**src/rtl/ram_port0_arbiter_if.sv**
```systemverilog
// ram_port0_arbiter_if: single-word command/response channel between a bus master and the port-0 arbiter.
interface ram_port0_arbiter_if #(
  parameter int DATA_WIDTH = 32,
  parameter int ADDR_WIDTH = 8
);
  logic                    valid;
  logic                    ready;
  logic                    we;
  logic [DATA_WIDTH/8-1:0] wmask;
  logic [ADDR_WIDTH-1:0]   addr;
  logic [DATA_WIDTH-1:0]   wdata;
  logic                    rvalid;
  logic [DATA_WIDTH-1:0]   rdata;
  modport master(output valid, we, wmask, addr, wdata, input ready, rvalid, rdata);
  modport slave(input valid, we, wmask, addr, wdata, output ready, rvalid, rdata);
endinterface

```
**src/rtl/ram_port0_arbiter.sv**
```systemverilog
// ram_port0_arbiter: round-robin arbiter and sequencer for SRAM port 0 serving two requesters.
module ram_port0_arbiter #(
  parameter int DATA_WIDTH = 32,
  parameter int ADDR_WIDTH = 8
) (
  input  logic                    clk0,
  input  logic                    rst0,
  ram_port0_arbiter_if.slave      m0,
  ram_port0_arbiter_if.slave      m1,
  output logic                    csb0,
  output logic                    web0,
  output logic [DATA_WIDTH/8-1:0] wmask0,
  output logic [ADDR_WIDTH-1:0]   addr0,
  output logic [DATA_WIDTH-1:0]   din0,
  input  logic [DATA_WIDTH-1:0]   dout0
);
  localparam int MW = DATA_WIDTH / 8;
  logic                  ptr;
  logic                  g0, g1, acc, we;
  logic [MW-1:0]         mask;
  logic [ADDR_WIDTH-1:0] addr;
  logic [DATA_WIDTH-1:0] wdata;
  logic [2:0]            tag_v, tag_id;
  logic [DATA_WIDTH-1:0] rdata0, rdata1;
  always_comb begin
    g0 = !rst0 && m0.valid && (!m1.valid || !ptr);
    g1 = !rst0 && m1.valid && (!m0.valid || ptr);
    acc = g0 || g1;
    we = g1 ? m1.we : m0.we;
    mask = g1 ? m1.wmask : m0.wmask;
    addr = g1 ? m1.addr : m0.addr;
    wdata = g1 ? m1.wdata : m0.wdata;
  end
  assign m0.ready = g0;
  assign m1.ready = g1;
  // Tag stage 1 marks the cycle dout0 is valid; stage 2 is the response cycle.
  assign m0.rvalid = tag_v[2] && !tag_id[2];
  assign m1.rvalid = tag_v[2] && tag_id[2];
  assign m0.rdata = rdata0;
  assign m1.rdata = rdata1;
  always_ff @(posedge clk0) begin
    if (rst0) begin
      ptr <= 1'b0;
      csb0 <= 1'b1;
      web0 <= 1'b1;
      wmask0 <= '0;
      addr0 <= '0;
      din0 <= '0;
      tag_v <= '0;
      tag_id <= '0;
      rdata0 <= '0;
      rdata1 <= '0;
    end else begin
      ptr <= g0 ? 1'b1 : g1 ? 1'b0 : ptr;
      csb0 <= !acc;
      web0 <= !(acc && we);
      if (acc) begin
        addr0 <= addr;
        wmask0 <= we ? mask : '0;
        din0 <= we ? wdata : '0;
      end
      tag_v <= {tag_v[1:0], acc && !we};
      tag_id <= {tag_id[1:0], g1};
      if (tag_v[1] && !tag_id[1]) rdata0 <= dout0;
      if (tag_v[1] && tag_id[1]) rdata1 <= dout0;
    end
  end
endmodule
```
**src/flat_wrapper.sv**
```systemverilog
// flat-port wrapper written by rule: the top's interface ports become plain ports
module ram_port0_arbiter_flat 
#(
  parameter int DATA_WIDTH = 32,
  parameter int ADDR_WIDTH = 8
)
  (clk0, rst0, csb0, web0, wmask0, addr0, din0, dout0, m0_valid, m0_we, m0_wmask, m0_addr, m0_wdata, m0_ready, m0_rvalid, m0_rdata, m1_valid, m1_we, m1_wmask, m1_addr, m1_wdata, m1_ready, m1_rvalid, m1_rdata);
  ram_port0_arbiter_if #(.DATA_WIDTH(DATA_WIDTH), .ADDR_WIDTH(ADDR_WIDTH)) m0_i ();
  ram_port0_arbiter_if #(.DATA_WIDTH(DATA_WIDTH), .ADDR_WIDTH(ADDR_WIDTH)) m1_i ();
  input  logic clk0;
  input  logic rst0;
  output logic csb0;
  output logic web0;
  output logic [DATA_WIDTH/8-1:0] wmask0;
  output logic [ADDR_WIDTH-1:0] addr0;
  output logic [DATA_WIDTH-1:0] din0;
  input  logic [DATA_WIDTH-1:0] dout0;
  input wire logic [$bits(m0_i.valid)-1:0] m0_valid;
  input wire logic [$bits(m0_i.we)-1:0] m0_we;
  input wire logic [$bits(m0_i.wmask)-1:0] m0_wmask;
  input wire logic [$bits(m0_i.addr)-1:0] m0_addr;
  input wire logic [$bits(m0_i.wdata)-1:0] m0_wdata;
  output wire logic [$bits(m0_i.ready)-1:0] m0_ready;
  output wire logic [$bits(m0_i.rvalid)-1:0] m0_rvalid;
  output wire logic [$bits(m0_i.rdata)-1:0] m0_rdata;
  input wire logic [$bits(m1_i.valid)-1:0] m1_valid;
  input wire logic [$bits(m1_i.we)-1:0] m1_we;
  input wire logic [$bits(m1_i.wmask)-1:0] m1_wmask;
  input wire logic [$bits(m1_i.addr)-1:0] m1_addr;
  input wire logic [$bits(m1_i.wdata)-1:0] m1_wdata;
  output wire logic [$bits(m1_i.ready)-1:0] m1_ready;
  output wire logic [$bits(m1_i.rvalid)-1:0] m1_rvalid;
  output wire logic [$bits(m1_i.rdata)-1:0] m1_rdata;
  assign m0_i.valid = m0_valid;
  assign m0_i.we = m0_we;
  assign m0_i.wmask = m0_wmask;
  assign m0_i.addr = m0_addr;
  assign m0_i.wdata = m0_wdata;
  assign m0_ready = m0_i.ready;
  assign m0_rvalid = m0_i.rvalid;
  assign m0_rdata = m0_i.rdata;
  assign m1_i.valid = m1_valid;
  assign m1_i.we = m1_we;
  assign m1_i.wmask = m1_wmask;
  assign m1_i.addr = m1_addr;
  assign m1_i.wdata = m1_wdata;
  assign m1_ready = m1_i.ready;
  assign m1_rvalid = m1_i.rvalid;
  assign m1_rdata = m1_i.rdata;
  ram_port0_arbiter #(.DATA_WIDTH(DATA_WIDTH), .ADDR_WIDTH(ADDR_WIDTH)) u_core (.clk0(clk0), .rst0(rst0), .m0(m0_i), .m1(m1_i), .csb0(csb0), .web0(web0), .wmask0(wmask0), .addr0(addr0), .din0(din0), .dout0(dout0));
endmodule
```
**config.mk**
```make
export PLATFORM = sky130hd
export DESIGN_NAME = ram_port0_arbiter_flat
export DESIGN_NICKNAME = d
export VERILOG_FILES = /design/src/rtl/ram_port0_arbiter_if.sv /design/src/rtl/ram_port0_arbiter.sv /design/src/flat_wrapper.sv
export SDC_FILE = /design/constraint.sdc
export NUM_CORES = 1
export LEC_CHECK = 0
export CORE_MARGIN = 10
export CORE_UTILIZATION = 44
export DETAILED_ROUTE_END_ITERATION = 12
export DONT_BUFFER_PORTS = 1
export GPL_TIMING_DRIVEN = 0
export PLACE_DENSITY = 0.62
export SETUP_SLACK_MARGIN = 0.15
export SLEW_MARGIN = 20
export SYNTH_ARGS = -nofsm -noshare
export SYNTH_HDL_FRONTEND = slang
export SYNTH_SLANG_ARGS = --single-unit
```
**constraint.sdc**
```tcl
create_clock -name clk0 -period 1.6 [get_ports clk0]
set_input_delay 0.08 -clock clk0 [delete_from_list [all_inputs] [get_ports clk0]]
set_output_delay 0.08 -clock clk0 [all_outputs]
set_load 0.01 [all_outputs]
```
After elaboration in Yosys (flattened, before gate mapping)
Index checks and enable logic that the tools add are counted.

word-level totals
  logic and storage cells = 41
  flip-flop bits (word level) = 117
  output and inout bits = 114
  input bits = 126

operators by class
  muxes and demuxes = 8
  reductions and logical operators = 23

operators with widths
  kind                count
  32-bit 2-to-1 mux   2
  1-bit logical AND   10
  1-bit zero test     9
  4-bit 2-to-1 mux    2
  8-bit 2-to-1 mux    1
  1-bit logical OR    3
  1-bit 2-to-1 mux    3
  2-bit nonzero test  1

Depth between registers and ports, before layout
  depth in word-level cells = 6
  mapped depth = 7

Least setup slack after synthesis
OpenSTA, ideal clock, no wires.

  path type = register to register
  start = register u_core.ptr
  end = register u_core.din0[4]
  arrival time = 1.196 ns
  setup time = 0.121 ns
  cell stages (with the launch flop) = 8
  required time = 1.479 ns
  setup slack = 0.283 ns
  period minus slack after synthesis = 1.317 ns
  buffers on the path = 2
  path through = dfxtp_1 nand2b_1 nand3b_1 buf_6 inv_4 a21oi_4 buf_6 o21ai_0

on the way
  word-level cells in the longest chain between the ends = 4

RTL lines
  item                                                   RTL line                                          text
  start: declaration                                     ram_port0_arbiter.sv:18                           logic ptr;
  start signal: assignment                               ram_port0_arbiter.sv:54                           ptr <= g0 ? 1'b1 : g1 ? 1'b0 : ptr;
  1-bit logical OR or 1-bit zero test (tied branches)    ram_port0_arbiter.sv:27, ram_port0_arbiter.sv:26
  1-bit logical AND or 1-bit logical OR (tied branches)  ram_port0_arbiter.sv:27, ram_port0_arbiter.sv:26
  32-bit 2-to-1 mux, or another cell as far along        ram_port0_arbiter.sv:32                           wdata = g1 ? m1.wdata : m0.wdata;
  32-bit 2-to-1 mux or 1-bit logical OR (tied branches)  ram_port0_arbiter.sv:60, ram_port0_arbiter.sv:28
  end signal: assignment                                 ram_port0_arbiter.sv:60                           din0 <= we ? wdata : '0;
  end: declaration                                       ram_port0_arbiter.sv:14                           output logic [DATA_WIDTH-1:0] din0,

Parallel ways exist; a longest one is shown, timed or not.
A chain may end at the register's enable or synchronous reset.

Worst setup path in the final report
  start = register u_core.ptr
  end = register u_core.din0[16]

The elaborated chain is that of the path after synthesis.

==> impl_metrics.tcl <==
set metrics [dict create \
    status "finished clean" \
    ir_drop_uv 577 \
    fp.dieW_um 119 \
    via_per_inst 5.29 \
    max_freq_ghz 0.698 \
    switching_power_w 0.00171 \
    fin_skew_ns 0.00907 \
    design_area_sq_um 6490 \
    p_int_w 0.00577 \
    yosys-top-cells-area "dfxtp_1 54%, nand2_1 16%, mux2i_1 8.3%" \
    vias 4308 \
    multi_input_area_sq_um 1820 \
    syn-num-nets 639 \
    drtAntennaViolNets 0 \
    placed_area_sq_um 4500 \
    netlist_area_sq_um 4330 \
    clock-sinks 117 \
    grt.total_usage_pct 22.1 \
    p_leak_nw 2.60 \
    ys.warnings.count 0 \
    ys_seq_area_share_pct 54.1 \
    areaGrowthSynthToFinish_pct 49.9 \
    cts_tree "yes" \
    maxSlewViolCount 0 \
    dp.cells 646 \
    pwr-share-seq_pct 42.4 \
    r2r_slack_ns 0.17 \
    cp-endpoint "u_core.din0[16]" \
    routed_wl_um 16500 \
    instances_no_fill 815 \
    finalSetupViolCount 0 \
    rows 36 \
    finalCritPeriodShare_pct 89.5 \
    p_clk_share_pct 48.4 \
    synth_top_cell_area_share_pct 54.1 \
    overflow 0 \
    critPathArrivalTime_ns 1.81 \
    grt_pass1_vias 4590 \
    final_util_pct 67.1 \
    grt_setup_unrepaired "true" \
    antenna_found_initial 6 \
    worstReg2RegStart "u_core.ptr" \
    finalHoldViolations 0 \
    io_pins 240 \
    maxCapViolCount 0 \
    root_buffer "clkbuf_8" \
    endpoint_kind "register" \
    ys_seq_elements 117 \
    drt_iter0_markers 293 \
    synth_cell_type_count 24 \
    die_h_um 119 \
    fillers 737 \
    clk_latency_ns 0.50 \
    drc 0 \
    htreeDepth 4 \
    nets 789 \
    p_per_area_nw_per_um2 1150 \
    drt_pass1_iterations 4 \
    crit_path_start "u_core.ptr" \
    numCtsBuffers 17 \
    portBuffers 0 \
    yosysTopAreaCell "dfxtp_1" \
    avgSynthCellArea_sq_um 8.44 \
    r2r_cells 7 \
    clk_pin_slew_ns 0.05 \
    die-area_sq_um 14200 \
    clockBufferDepth 2 \
    period_minus_slack_ns 1.43 \
    tightest_slew_ns 0.625 \
    postSynthCellCount 513 \
    tns_ns 0 \
    crit_chain "nand2b_4 > nand3b_1 > buf_6 > buf_12 > buf_8 > mux2i_1 > o21ai_0" \
    dp_hpwl_um 10500 \
    cp_slowest_cell "dfxtp_2" \
    start_util_pct 44.7 \
    slowest_delay_ns 0.32 \
    core_sq_um 9680 \
    maxSlewHeadroom_pct 58.2 \
    seq_area_sq_um 2340 \
    swShare_pct 22.8 \
    wl_per_cell_um 20.3 \
    start_kind "register" \
    grt_pass1_wl_um 25200 \
    gp_congestion 0.732 \
    power_frac_comb_pct 9.2 \
    hold_path_class "input port to register" \
    cp_data_required_time_ns 1.98 \
    worst-path-max-fanout 10 \
    r2r_end "u_core.din0[16]" \
    drive_above_1_share_pct 9.33 \
    finalPower_w 0.00748 \
    critPathKind "register to register" \
    grt_max_degree 17 \
]
==> metal layers <==
metal	global-route usage, %	routed length, um	vias up
li1	-	-	2000
met1	21.4	5930	2035
met2	37.4	8070	239
met3	12.4	2040	34
met4	11.1	490	0
met5	0	0	-
==> cell usage in the layout, fill, tap and decap left out, types with 2 or more instances in the layout <==
master           n
nand2_1        185
dlygate4sd3_1  125
dfxtp_1        116
a21oi_1         65
mux2i_1         35
o21ai_0         31
clkbuf_16       17
clkbuf_1        14
nor2_1          10
clkbuf_2         8
a311oi_1         8
diode_2          7
nor2b_1          6
o21ai_1          5
clkbuf_8         5
buf_2            4
buf_6            4
buf_1            4
buf_4            4
buf_8            3
clkinv_2         3
and2_1           2
inv_1            2
clkinvlp_4       2
bufinv_16        2
buf_12           2
==> power by group through the flow <==
stage	Sequential, W	Clock, W	Combinational [W]
floorplan	0.00319	0	0.000274
global placement	0.00323	0	0.000336
detailed placement	0.00323	0	0.000350
CTS	0.00317	0.00368	0.000632
global route	0.00318	0.00382	0.000738
finish	0.00317	0.00362	0.000688
==> state kept, by name, indices dropped and copies added, names as in the netlist <==
signal	cells
u_core.addr0	8
u_core.tag_id	3
u_core.tag_v	3
u_core.din0	32
u_core.ptr	1
u_core.wmask0	4
u_core.web0	1
u_core.m1.rdata	32
u_core.csb0	1
u_core.m0.rdata	32
==> how the worst min path moves through the flow <==
stage,startpoint,cells past startpoint,end
finish,m1_valid,4,u_core.addr0[6]
global route,m1_valid,4,u_core.wmask0[2]
CTS,m1_valid,4,u_core.addr0[6]
detailed placement,m0_valid,1,u_core.ptr
global placement,m0_valid,1,u_core.ptr
floorplan,m0_valid,1,u_core.ptr
==> cell usage after synthesis <==
master    count
nor2b_1       6
a21oi_1      65
buf_6         4
buf_1         5
a311oi_1      8
a211oi_1      1
o21ai_1       5
nand2b_1      2
o21a_1        1
inv_1         2
buf_2         3
buf_4         4
mux2i_1      36
o21ai_0      31
nand3b_1      1
inv_4         1
nor2_1       10
a21oi_4       1
and2_1        3
and3_1        1
clkbuf_1     20
nand2_1     185
nor3_2        1
dfxtp_1     117
==> through the flow <==
stage | hold slack [ns] | setup WS (ns)
2_1_floorplan | 0.190 | 0.283
3_3_place_gp | 0.193 | 0.0725
3_5_place_dp | 0.213 | 0.0355
4_1_cts | 0.00629 | 0.117
5_1_grt | 0.0320 | 0.124
6_report | 0.0365 | 0.168
==> critical path, delay by kind of cell, from the launching register on <==
family	cells	cell delay, ns
AO/OA/AOI/OAI	1	0.11
buffers and inverters	3	0.42
flip-flops	1	0.32
multiplexers	1	0.23
AND/OR/NAND/NOR	2	0.22
==> layout make-up <==
class,instances,area share [%]
Antenna cell,7,0.270
Multi-Input combinational cell,357,28.0
Timing Repair Buffer,131,20.6
Inverter,3,0.289
Clock buffer,23,7.34
Clock inverter,8,1.52
Sequential cell,117,36.1
Buffer,36,3.35
Tap cell,133,2.56
==> what timing repair did <==
action                                 4_1_cts  5_1_grt
buffers inserted                             3        2
gates resized for setup                      6       24
setup endpoints to repair                   59       72
pin swaps                                    1        2
gates cloned                                 0        1
hold buffers                               125        0
endpoints found under the hold margin      111        0
==> logic make-up (layout without fill, tap and decap cells) <==
group           count (synthesis)  after routing  synth area share, %
mux                            36             36                 8.32
buf+inv                        39            201                 4.56
other cells                     0              7                    0
compound gates                112            112                 14.0
flops                         117            117                 54.1
simple gates                  209            209                 19.0
Power figures use the tool's default switching activity.
